==> src/rtl/spi_master_mx.sv <==
// SPI master with a queued {slave-select, data} transmit FIFO.
// Word width, slave count, FIFO depth and SCLK divider width are parameters.
// CPOL, CPHA and the divider are taken from the inputs when a frame starts.
module spi_master_mx #(
   parameter int DATA_W     = 8,
   parameter int NUM_SS     = 2,
   parameter int FIFO_DEPTH = 4,
   parameter int DIV_W      = 8,
   localparam int SEL_W     = (NUM_SS > 1) ? $clog2(NUM_SS) : 1
) (
   input  logic              Clk_i,
   input  logic              Rst_i,
   input  logic [DATA_W-1:0] ToXmit_i,
   input  logic [SEL_W-1:0]  SsSel_i,
   input  logic              Strobe_i,
   input  logic              Cpol_i,
   input  logic              Cpha_i,
   input  logic [DIV_W-1:0]  ClkDiv_i,
   output logic              XmitFull_o,
   output logic              Busy_o,
   output logic              Ready_o,
   output logic [DATA_W-1:0] Rcvd_o,
   output logic              Err_o,
   output logic              Sclk_o,
   output logic              Mosi_o,
   input  logic              Miso_i,
   output logic [NUM_SS-1:0] Ss_no
);

   localparam int PTR_W     = $clog2(FIFO_DEPTH);
   localparam int CNT_W     = PTR_W + 1;
   localparam int ENTRY_W   = SEL_W + DATA_W;
   localparam int EDGE_W    = $clog2(2 * DATA_W);
   localparam int LAST_EDGE = 2 * DATA_W - 1;

   typedef enum logic [2:0] {S_IDLE, S_SETUP, S_XFER, S_HOLD, S_GAP} state_t;

   state_t               state_q, state_d;
   logic                 strobe_q, push_req, sel_ok, push_ok, pop;
   logic [ENTRY_W-1:0]   fifo_mem [FIFO_DEPTH];
   logic [ENTRY_W-1:0]   head;
   logic [PTR_W-1:0]     wr_ptr_q, rd_ptr_q;
   logic [CNT_W-1:0]     count_q, count_d;
   logic                 full_q, err_q;
   logic [SEL_W-1:0]     sel_q;
   logic                 cpha_q;
   logic [DIV_W-1:0]     div_q, cnt_q;
   logic [EDGE_W-1:0]    edge_q;
   logic                 tick, last_edge, sample_now;
   logic [DATA_W-1:0]    tx_sr, rx_sr, rcvd_q;
   logic                 sclk_q, mosi_q;
   logic [NUM_SS-1:0]    ss_sel_n;

   assign push_req   = Strobe_i & ~strobe_q;
   assign sel_ok     = (32'(SsSel_i) < NUM_SS);
   assign pop        = (state_q == S_IDLE) && (count_q != '0);
   // A full FIFO still accepts a push in the cycle it is popped.
   assign push_ok    = push_req && sel_ok && (!full_q || pop);
   assign head       = fifo_mem[rd_ptr_q];
   assign tick       = (cnt_q == div_q);
   assign last_edge  = (edge_q == EDGE_W'(LAST_EDGE));
   // Even edge index = leading edge; CPHA selects which edge samples.
   assign sample_now = ~edge_q[0] ^ cpha_q;

   assign XmitFull_o = full_q;
   assign Err_o      = err_q;
   assign Rcvd_o     = rcvd_q;
   assign Mosi_o     = mosi_q;

   // Occupancy after this cycle's push and pop.
   always_comb begin
      // NOTE: every signal written here gets a default first so no latch is inferred.
      count_d = count_q;
      if (push_ok && !pop)
         count_d = count_q + 1'b1;
      else if (pop && !push_ok)
         count_d = count_q - 1'b1;
   end

   // FIFO storage; written only on an accepted push.
   always_ff @(posedge Clk_i) begin
      // NOTE: storage is not reset; the pointers and count alone define which entries are valid.
      if (push_ok)
         fifo_mem[wr_ptr_q] <= {SsSel_i, ToXmit_i};
   end

   // FSM state register.
   always_ff @(posedge Clk_i) begin
      // NOTE: sequential state uses non-blocking assignments so all registers update together.
      if (Rst_i)
         state_q <= S_IDLE;
      else
         state_q <= state_d;
   end

   // FSM next-state logic: each of SETUP and HOLD lasts one half-period.
   always_comb begin
      state_d = state_q;
      unique case (state_q)
         S_IDLE:  if (count_q != '0)     state_d = S_SETUP;
         S_SETUP: if (tick)              state_d = S_XFER;
         S_XFER:  if (tick && last_edge) state_d = S_HOLD;
         S_HOLD:  if (tick)              state_d = S_GAP;
         S_GAP:                          state_d = S_IDLE;
         default:                        state_d = S_IDLE;
      endcase
   end

   // One-hot active-low select for the latched slave index.
   always_comb begin
      ss_sel_n = '1;
      for (int i = 0; i < NUM_SS; i++)
         ss_sel_n[i] = (32'(sel_q) != i);
   end

   // FSM outputs: selects, busy and ready derived from the current state.
   always_comb begin
      Busy_o  = 1'b0;
      Ready_o = 1'b0;
      Sclk_o  = sclk_q;
      Ss_no   = '1;
      unique case (state_q)
         S_IDLE:                  Sclk_o = Cpol_i;
         S_SETUP, S_XFER, S_HOLD: begin
            Busy_o = 1'b1;
            Ss_no  = ss_sel_n;
         end
         S_GAP:                   Ready_o = 1'b1;
         default:                 ;
      endcase
   end

   // FIFO bookkeeping, config latch, SCLK timing and the shift registers.
   always_ff @(posedge Clk_i) begin
      if (Rst_i) begin
         strobe_q <= 1'b0;
         wr_ptr_q <= '0;
         rd_ptr_q <= '0;
         count_q  <= '0;
         full_q   <= 1'b0;
         err_q    <= 1'b0;
         sel_q    <= '0;
         cpha_q   <= 1'b0;
         div_q    <= '0;
         cnt_q    <= '0;
         edge_q   <= '0;
         tx_sr    <= '0;
         rx_sr    <= '0;
         rcvd_q   <= '0;
         sclk_q   <= 1'b0;
         mosi_q   <= 1'b0;
      end else begin
         strobe_q <= Strobe_i;
         err_q    <= push_req & ~push_ok;
         count_q  <= count_d;
         full_q   <= (count_d == CNT_W'(FIFO_DEPTH));
         if (push_ok)
            wr_ptr_q <= wr_ptr_q + 1'b1;

         // Start of frame: take the head entry and freeze the bus mode.
         if (pop) begin
            rd_ptr_q <= rd_ptr_q + 1'b1;
            sel_q    <= head[ENTRY_W-1 -: SEL_W];
            tx_sr    <= head[DATA_W-1:0];
            cpha_q   <= Cpha_i;
            div_q    <= ClkDiv_i;
            sclk_q   <= Cpol_i;
            if (!Cpha_i)
               mosi_q <= head[DATA_W-1];
         end

         // Half-period counter runs only while the slave is selected.
         if (state_q == S_SETUP || state_q == S_XFER || state_q == S_HOLD)
            cnt_q <= tick ? '0 : cnt_q + 1'b1;
         else
            cnt_q <= '0;

         if (state_q != S_XFER)
            edge_q <= '0;
         else if (tick) begin
            edge_q <= edge_q + 1'b1;
            sclk_q <= ~sclk_q;
            if (sample_now)
               rx_sr <= {rx_sr[DATA_W-2:0], Miso_i};
            else begin
               mosi_q <= cpha_q ? tx_sr[DATA_W-1] : tx_sr[DATA_W-2];
               if (cpha_q)
                  tx_sr <= {tx_sr[DATA_W-2:0], 1'b0};
               else
                  tx_sr <= {tx_sr[DATA_W-2:0], 1'b0};
            end
         end

         // Received word becomes visible in the GAP cycle.
         if (state_q == S_HOLD && tick)
            rcvd_q <= rx_sr;
      end
   end

endmodule

==> config.mk <==
export PLATFORM = sky130hd
export DESIGN_NAME = spi_master_mx
export DESIGN_NICKNAME = d
export VERILOG_FILES = /design/src/rtl/spi_master_mx.sv
export SDC_FILE = /design/constraint.sdc
export NUM_CORES = 1
export LEC_CHECK = 0
export CORE_UTILIZATION = 41
export DETAILED_ROUTE_END_ITERATION = 10
export SYNTH_ARGS = -nofsm -noshare
export SYNTH_HDL_FRONTEND = slang
export SYNTH_SLANG_ARGS = --single-unit
==> constraint.sdc <==
create_clock -name Clk_i -period 3 [get_ports Clk_i]
set_clock_uncertainty 0.05 [all_clocks]
set_input_delay 0.3 -clock Clk_i [delete_from_list [all_inputs] [get_ports Clk_i]]
set_output_delay 0.3 -clock Clk_i [all_outputs]
set_load 0.02 [all_outputs]
# == Word level (Yosys, flattened, before mapping) ==
# Memory sizes are Yosys's and may differ from the RTL's. A register that Yosys moved wholly into a read port is not among the register bits.
# Index checks and enable logic that the tools add are counted.
# totals
regBits,61
latch_bits,0
ramBits,36
rom_bits,0
wordCells,93
n_memories,1
# classes
n_addsub,6
mul,0
n_div,0
n_lt_le_gt_ge,0
eq_ne,12
shift,0
muxes,28
n_bitwise,10
reduce_logical,19
# mem_list
name,words,word_bits,rd,rd_ports_with_merged_regs,wr,line,source
fifo_mem,4,9,1,1,1,40,logic [ENTRY_W-1:0] fifo_mem [FIFO_DEPTH];
# op_table
operator,count
two-way mux 8 bit,4
two-way mux 3 bit,6
two-way mux 1 bit,14
case mux 3 bit (4 select lines),1
"adder 8 x 1 -> 8 bit, second input constant",1
== test 8 bit,1
NOT 1 bit,7
"== test 3 x 2 -> 1 bit, second input constant",2
"== test 3 bit, second input constant",2
logical AND 1 bit,6
two-way mux 2 bit,3
"inequality test 2 bit, second input constant",3
OR reduction 3 bit,2
"adder 2 x 1 -> 2 bit, second input constant",2
"adder 4 x 1 -> 4 bit, second input constant",1
"== test 4 bit, second input constant",1
AND reduction 4 bit,1
"adder 3 x 1 -> 3 bit, second input constant",1
"== test 3 x 1 -> 1 bit, second input constant",1
logical NOT 1 bit,3
logical NOT 3 bit,1
logical OR 1 bit,3
"inequality test 3 x 2 -> 1 bit, second input constant",1
AND reduction 3 bit,1
6 further kinds,7

# == Depth between registers and ports, before layout ==
# Gate-level depths: netlist of the first run.
# logic_depth
depth_word,9
ltp_mapped,8
depth_no_buf,7

# == Worst setup path before layout of the first run ==
# OpenSTA, ideal clock, no wires.
# synth_path
kind,reg2reg
startpoint,reg count_q[0]
endpoint,mem fifo_mem[1][0] in the netlist's numbering (enable)
setup_ns,0.337
t_arrival_ns,1.831
required_ns,2.613
path_slack_ns,0.781
path_stages_with_launch,8
period_less_slack_ns,2.219
cell_sequence,dfxtp_1 > inv_1 > ha_1 > nor2b_1 > or4_4 > buf_6 > a21oi_4 > and2_1
# synth_between
elab_chain_len,6
# synth_lines
item,line,source
"start, declared",43,"logic [CNT_W-1:0] count_q, count_d;"
"start signal, assigned",155,count_q <= count_d;
nonzero test 3 bit,56,assign pop = (state_q == S_IDLE) && (count_q != '0);
logical AND 1 bit,56,
logical OR 1 bit,58,assign push_ok = push_req && sel_ok && (!full_q || pop);
logical AND 1 bit,58,
two-way mux 1 bit,83,if (push_ok)
two-way mux 1 bit (not written as such),84,"fifo_mem[wr_ptr_q] <= {SsSel_i, ToXmit_i};"
"end, declared",40,
# No other way between the ends.

# == Worst setup path in the final report of the first run ==
# layout_path
startpoint,reg count_q[1]
endpoint,mem fifo_mem[3][4] in the netlist's numbering (enable)
# The elaborated chain is that of the path after synthesis.

==> results.json, run 1 <==
{
  "clkPwrFrac_pct": 19.0,
  "post_synth.cell_area_avg_um2": 11.9,
  "synth-xor-area-share_pct": 5.07,
  "drtIter0Drc": 61,
  "path_depth": 6,
  "crit_path_max_fanout": 18,
  "place_hpwl_um": 5200,
  "synth_fa_ha_area_share_pct": 2.72,
  "grt_max_degree": 53,
  "routabilityCongestion": 0.744,
  "synth_area_leader_cell": "dfxtp_1",
  "timing.critical_path.buf_inv": 1,
  "port_buffers": 38,
  "synth-simple-area-share_pct": 14.8,
  "die_h_um": 103,
  "pwr_density_cell_nw_per_um2": 831,
  "vias": 2542,
  "post_cts_buffers": 0,
  "cpMaxStageDelayCell": "or4_4",
  "maxCapViolCount": 0,
  "die_w_um": 103,
  "first_pass_iters": 4,
  "syn_nets": 380,
  "clock-sinks": 99,
  "fin_setup_tns_ps": 0,
  "start_kind": "flop",
  "synth.mux.area_fraction_pct": 14.1,
  "crit_chain": "inv_1 -> ha_1 -> nor2b_1 -> or4_4 -> a21oi_4 -> and2_1",
  "grt_pass1_wl_um": 11900,
  "timing_worst_setup_path_type": "flop to flop",
  "max_freq_ghz": 0.396,
  "drv_slew": 0,
  "cts_resized": 0,
  "layout_min_cycle_time_ps": 2530,
  "hold_path.class": "flop to flop",
  "async_flop_share_pct": 0,
  "drc": 0,
  "crit_arrival_ps": 2490,
  "max_stage_delay_ps": 570,
  "netlist_area_um2": 4140,
  "drive_gt1_share_pct": 11.6,
  "period_share_pct": 84.2,
  "crit_start": "count_q[1]$_SDFF_PP0_",
  "p_sw_w": 0.00141,
  "status": "finished, final reports clean",
  "root_buffer": "clkbuf_8",
  "ys.flop_type": "dfxtp_1",
  "grt_usage_pct": 15.1,
  "synth-compound-area-share_pct": 4.02,
  "die_area_um2": 10500,
  "reg2reg_setup_slack_ps": 470,
  "post-place-cells": 504,
  "required_ps": 2960,
  "coreArea_um2": 9770,
  "tightest_slew_ps": 947,
  "worstSetupEndpointType": "flop",
  "clkSlewWorstSetupHoldPaths_ps": 100,
  "intPower_w": 0.00258,
  "clk_latency_ps": 360,
  "io_pins": 39,
  "final_cells": 520,
  "synth_top_family_by_area": "simple AND/OR/NAND/NOR gates",
  "viasPerCell": 4.89,
  "start_util_pct": 42.4,
  "reg2reg_from": "count_q[1]$_SDFF_PP0_",
  "synth-edff-count": 36,
  "p_seq_share_pct": 44.9,
  "ys_ff_latch": 99,
  "synth_top_area_share_pct": 30.4,
  "finalHoldViolCount": 0,
  "cellLeakagePower_nw": 1.68,
  "crit_end": "fifo_mem[3][4]$_DFFE_PP_",
  "yosysSeqAreaShare_pct": 56.5,
  "reg2reg_depth": 6,
  "pwr-share-comb_pct": 36.1,
  "synth_warnings": 0,
  "cts_made_buffers": 9,
  "diodes": 0,
  "htreeDepth": 3,
  "netlist_instances": 348,
  "grt-ovfl-total": 0,
  "yosys-top-cells-area": "dfxtp_1 30%, edfxtp_1 26%, mux2i_1 6.5%, mux4_2 4.9%, nor2_1 4.3%",
  "rsz0062_at_grt": "no",
  "area_growth_syn_to_layout_pct": 15.9,
  "rows": 36,
  "yosys.cell_types.count": 49,
  "routed_wl_um": 7200,
  "crit_family": "simple AND/OR/NAND/NOR gates",
  "postCtsHoldBufs": 0,
  "ir_worst_vdd_mv": 0.351,
  "final_nets": 414,
  "routedWlPerCell_um": 13.8,
  "relSlewSlack_pct": 36.9,
  "ant_nets": 0,
  "cts_max_path_buffers": 2,
  "setup_viol": 0,
  "swShare_pct": 35.4,
  "antenna_found_initial": 0,
  "grt_pass1_vias": 2432,
  "r2r-end": "fifo_mem[3][4]$_DFFE_PP_",
  "cts_tree": "done"
}
[cells in the final DEF (no fill, tap or decap), types with 5 or more instances in the layout]
cell type	Yosys	final
dfxtp_1	63	63
nor2_1	47	47
clkdlybuf4s50_1	0	37
edfxtp_1	36	36
nand2_1	27	27
mux2i_1	27	27
xnor2_1	15	15
a21oi_1	11	11
xor2_1	9	9
nand3_1	9	9
mux4_2	9	9
ha_1	9	9
clkbuf_8	0	9
mux2_2	8	8
and2_1	7	7
inv_1	5	5
[cells in the mapped netlist (all sizes together) (2+ instances only)]
cell type  instances
nand3              9
and4               2
dfxtp             63
ha                 9
or4                2
mux2               8
mux2i             28
nor2b              2
nor4               3
a211oi             2
nand2b             2
nand2             27
nor3               5
a21oi             12
xnor2             15
nand3b             3
inv                5
nand4              4
clkbuf             8
mux4               9
nor2              48
o21ai              4
buf               11
and2               8
edfxtp            36
xor2               9
and3               4
[routing by layer]
layer  vias to the layer above  wire length [um]  GRT usage, %  share of wire, %
met1                      1206              3580          20.4                50
met5                         -                 0             0                 0
met3                         9               197          3.46               2.7
met4                         0                68          5.93              0.94
met2                        35              3350          23.5                47
li1                       1292                 -             -                 -
[state kept, by name (all words and copies together) (netlist names), 2 cells and up, named ones only]
| signal | count |
|---|---|
| edge_q | 4 |
| rd_ptr_q | 2 |
| cnt_q | 8 |
| fifo_mem | 36 |
| count_q | 3 |
| Rcvd_o | 8 |
| rx_sr | 8 |
| state_q | 3 |
| div_q | 8 |
| wr_ptr_q | 2 |
| tx_sr | 8 |
[layout make-up]
| type | instances | area, um^2 |
|---|---|---|
| timing repair buffer | 42 | 405 |
| inverter | 5 | 18.8 |
| sequential | 99 | 2340 |
| clock inverter | 7 | 53.8 |
| tap | 133 | 166 |
| clock buffer | 9 | 124 |
| multi-input combinational | 225 | 1690 |
| fill | 884 | 4970 |
[power groups by stage]
stage | combinational, W | clock, W | sequential, W
global route | 0.00160 | 0.000837 | 0.00182
detailed placement | 0.00145 | 0 | 0.00183
CTS | 0.00146 | 0.000787 | 0.00179
finish | 0.00144 | 0.000758 | 0.00179
floorplan | 0.00121 | 0 | 0.00173
global placement | 0.00143 | 0 | 0.00182
[cells by family after synthesis]
| family | Yosys count |
|---|---|
| simple gates | 122 |
| flops | 99 |
| fa+ha+maj | 9 |
| buf+inv | 24 |
| mux | 45 |
| compound gates | 25 |
| xor+xnor | 24 |
[stage by stage]
step / total power [W] / hold WS [ps] / worst slack (ps) / util, % / cell area, um^2
after global placement: 0.00325 / 413 / 544 / 47.3 / 4630
after global routing: 0.00426 / 440 / 335 / 49.1 / 4800
final: 0.00399 / 427 / 474 / 49.1 / 4800
after detailed placement: 0.00328 / 418 / 486 / 47.3 / 4630
after CTS: 0.00404 / 422 / 464 / 49.1 / 4800
after floorplan: 0.00294 / 349 / 781 / - / 4140
[tightest hold or removal path: stages, from the launching register on]
cell     delay [ps]
dfxtp_1         330
nand2_1          60
a21oi_1          50
[how the worst min path moves through the flow]
| stage | end | slack (ps) | cells after the start | from |
|---|---|---|---|---|
| final | div_q[0]$_SDFFE_PP0P_ | 430 | 2 | div_q[0]$_SDFFE_PP0P_ |
| after global routing | div_q[0]$_SDFFE_PP0P_ | 440 | 3 | ClkDiv_i[0] |
| after CTS | div_q[3]$_SDFFE_PP0P_ | 420 | 3 | ClkDiv_i[3] |
| after detailed placement | div_q[0]$_SDFFE_PP0P_ | 420 | 2 | div_q[0]$_SDFFE_PP0P_ |
| after global placement | div_q[7]$_SDFFE_PP0P_ | 410 | 2 | div_q[7]$_SDFFE_PP0P_ |
| after floorplan | fifo_mem[0][0]$_DFFE_PP_ | 350 | 0 | ToXmit_i[0] |
(Power assumes the default switching activity.)
==> run 2: changes to the inputs <==
clock period = 2.3 ns   (was 3 ns; I/O delays follow)
==> run 2 against run 1 <==
  * Sequential power grew 27%
  * Hold slack worse by 170 ps
  * Setup slack got worse by 380 ps
  * Total power grew 38%
  * Wire length is 2.0% higher
  * Die area did not move
  * Critical path type is now flop to primary output
  * Critical endpoint is now Ss_no[0]
  * Largest cell class unchanged
==> results.json, run 2 (synthesis results as in run 1) <==
{
  "vias": 2625,
  "clkSlewWorstSetupHoldPaths_ps": 100,
  "reg2reg_depth": 7,
  "max_freq_ghz": 0.452,
  "whs_endpoint": "cnt_q[1]$_SDFF_PP0_",
  "hold_start": "Rst_i",
  "first_pass_iters": 6,
  "required_ps": 2020,
  "layout_commonest_cell": "dfxtp_1",
  "diodes": 0,
  "coreArea_um2": 9770,
  "period_share_pct": 96.1,
  "htreeDepth": 3,
  "root_buffer": "clkbuf_8",
  "cts_made_buffers": 9,
  "antenna_found_initial": 0,
  "drc": 0,
  "routabilityCongestion": 0.733,
  "grt_pass1_vias": 2584,
  "largest_reg_flops": 36,
  "rows": 36,
  "drive_gt1_share_pct": 15.7,
  "io_pins": 39,
  "crit_start": "state_q[1]$_SDFFE_PP0P_",
  "clk_latency_ps": 370,
  "routedWlPerCell_um": 13.7,
  "maxCapViolCount": 0,
  "pwr_density_cell_nw_per_um2": 1100,
  "crit_arrival_ps": 1930,
  "cts_max_path_buffers": 2,
  "finalHoldViolCount": 0,
  "drtIter0Drc": 90,
  "postCtsHoldBufs": 0,
  "die_area_um2": 10500,
  "max_stage_delay_ps": 550,
  "final_cell_mix": "63 x dfxtp_1, 47 x nor2_1, 36 x edfxtp_1, 36 x clkdlybuf4s50_1",
  "setup_viol": 0,
  "start_kind": "flop",
  "layout_min_cycle_time_ps": 2210,
  "timing_worst_setup_path_type": "flop to primary output",
  "crit_chain": "buf_4 -> nor2_1 -> or3_1 -> clkdlybuf4s50_1",
  "die_h_um": 103,
  "final_nets": 429,
  "grt_usage_pct": 15.5,
  "cpMaxStageDelayCell": "clkdlybuf4s50_1",
  "drv_slew": 0,
  "viasPerCell": 4.91,
  "fin_setup_tns_ps": 0,
  "finalInstanceArea_um2": 4990,
  "rsz0062_at_grt": "no",
  "clock-sinks": 99,
  "reg2reg_from": "count_q[0]$_SDFF_PP0_",
  "routed_wl_um": 7350,
  "tightest_slew_ps": 534,
  "start_util_pct": 42.4,
  "grt-ovfl-total": 0,
  "r2r-end": "fifo_mem[0][4]$_DFFE_PP_",
  "crit_path_max_fanout": 6,
  "holdPathStages": 3,
  "ir_worst_vdd_mv": 0.429,
  "worstSetupEndpointType": "primary output",
  "top_register": "fifo_mem",
  "reg2reg_setup_slack_ps": 200,
  "grt_max_degree": 52,
  "die_w_um": 103,
  "cts_tree": "done",
  "ant_nets": 0,
  "timing.hold.ws_ps": 259,
  "port_buffers": 38,
  "dpl-instance-area_um2": 4780,
  "status": "finished, final reports clean",
  "relSlewSlack_pct": 64.4,
  "place_hpwl_um": 5270,
  "cellLeakagePower_nw": 1.80,
  "grt_pass1_wl_um": 12300,
  "hold_path.class": "input pin to flop",
  "area_growth_syn_to_layout_pct": 20.5
}
[run 2: routing by layer]
layer	part of all wire [%]	track usage, %	vias up
li1	-	-	1325
met1	48	20.1	1255
met2	47	24.6	35
met3	3.4	4.47	10
met4	1.4	5.38	0
met5	0	0	-
[run 2: worst max-delay path by stage]
| stage | end | slack, ps | depth (start not counted) |
|---|---|---|---|
| finish | Ss_no[0] | 90 | 4 |
| global route | Ss_no[0] | 6 | 4 |
| CTS | Sclk_o | 7 | 4 |
| detailed placement | fifo_mem[2][8]$_DFFE_PP_ | 70 | 6 |
| global placement | fifo_mem[2][8]$_DFFE_PP_ | 150 | 6 |
| floorplan | fifo_mem[1][0]$_DFFE_PP_ | 80 | 7 |
[run 2: power breakdown]
group | switching (W) | internal, W
sequential | 0.000193 | 0.00209
combinational | 0.00108 | 0.000984
clock | 0.000634 | 0.000529
total | 0.00191 | 0.00360
[run 2: area by class of cell]
type	count	area, um^2
sequential	99	2340
timing repair buffer	57	558
inverter	5	18.8
clock buffer	9	124
clock inverter	7	87.6
tap	133	166
multi-input combinational	225	1690
fill	894	4780
[run 2: stage by stage]
step / setup WS [ps] / utilization, % / total power [W] / std cells
after global placement: 153 / 48.9 / 0.00437 / 519
after detailed placement: 69.2 / 48.9 / 0.00442 / 519
after global routing: 6.00 / 51.1 / 0.00589 / 535
after CTS: 7.19 / 51.0 / 0.00559 / 535
final: 89.7 / 51.1 / 0.00551 / 535
after floorplan: 81.4 / - / 0.00384 / 348
[run 2: timing repair]
item / CTS / global route
setup endpoints to repair: 0 / 10
buffers inserted: 0 / 0
resized for setup: 0 / 2
[run 2: critical path: cells and delay by family, from the launching register on]
family	cells	cell delay (ps)
and+or+nand+nor	2	380
DFF	1	450
buffers and inverters	2	740
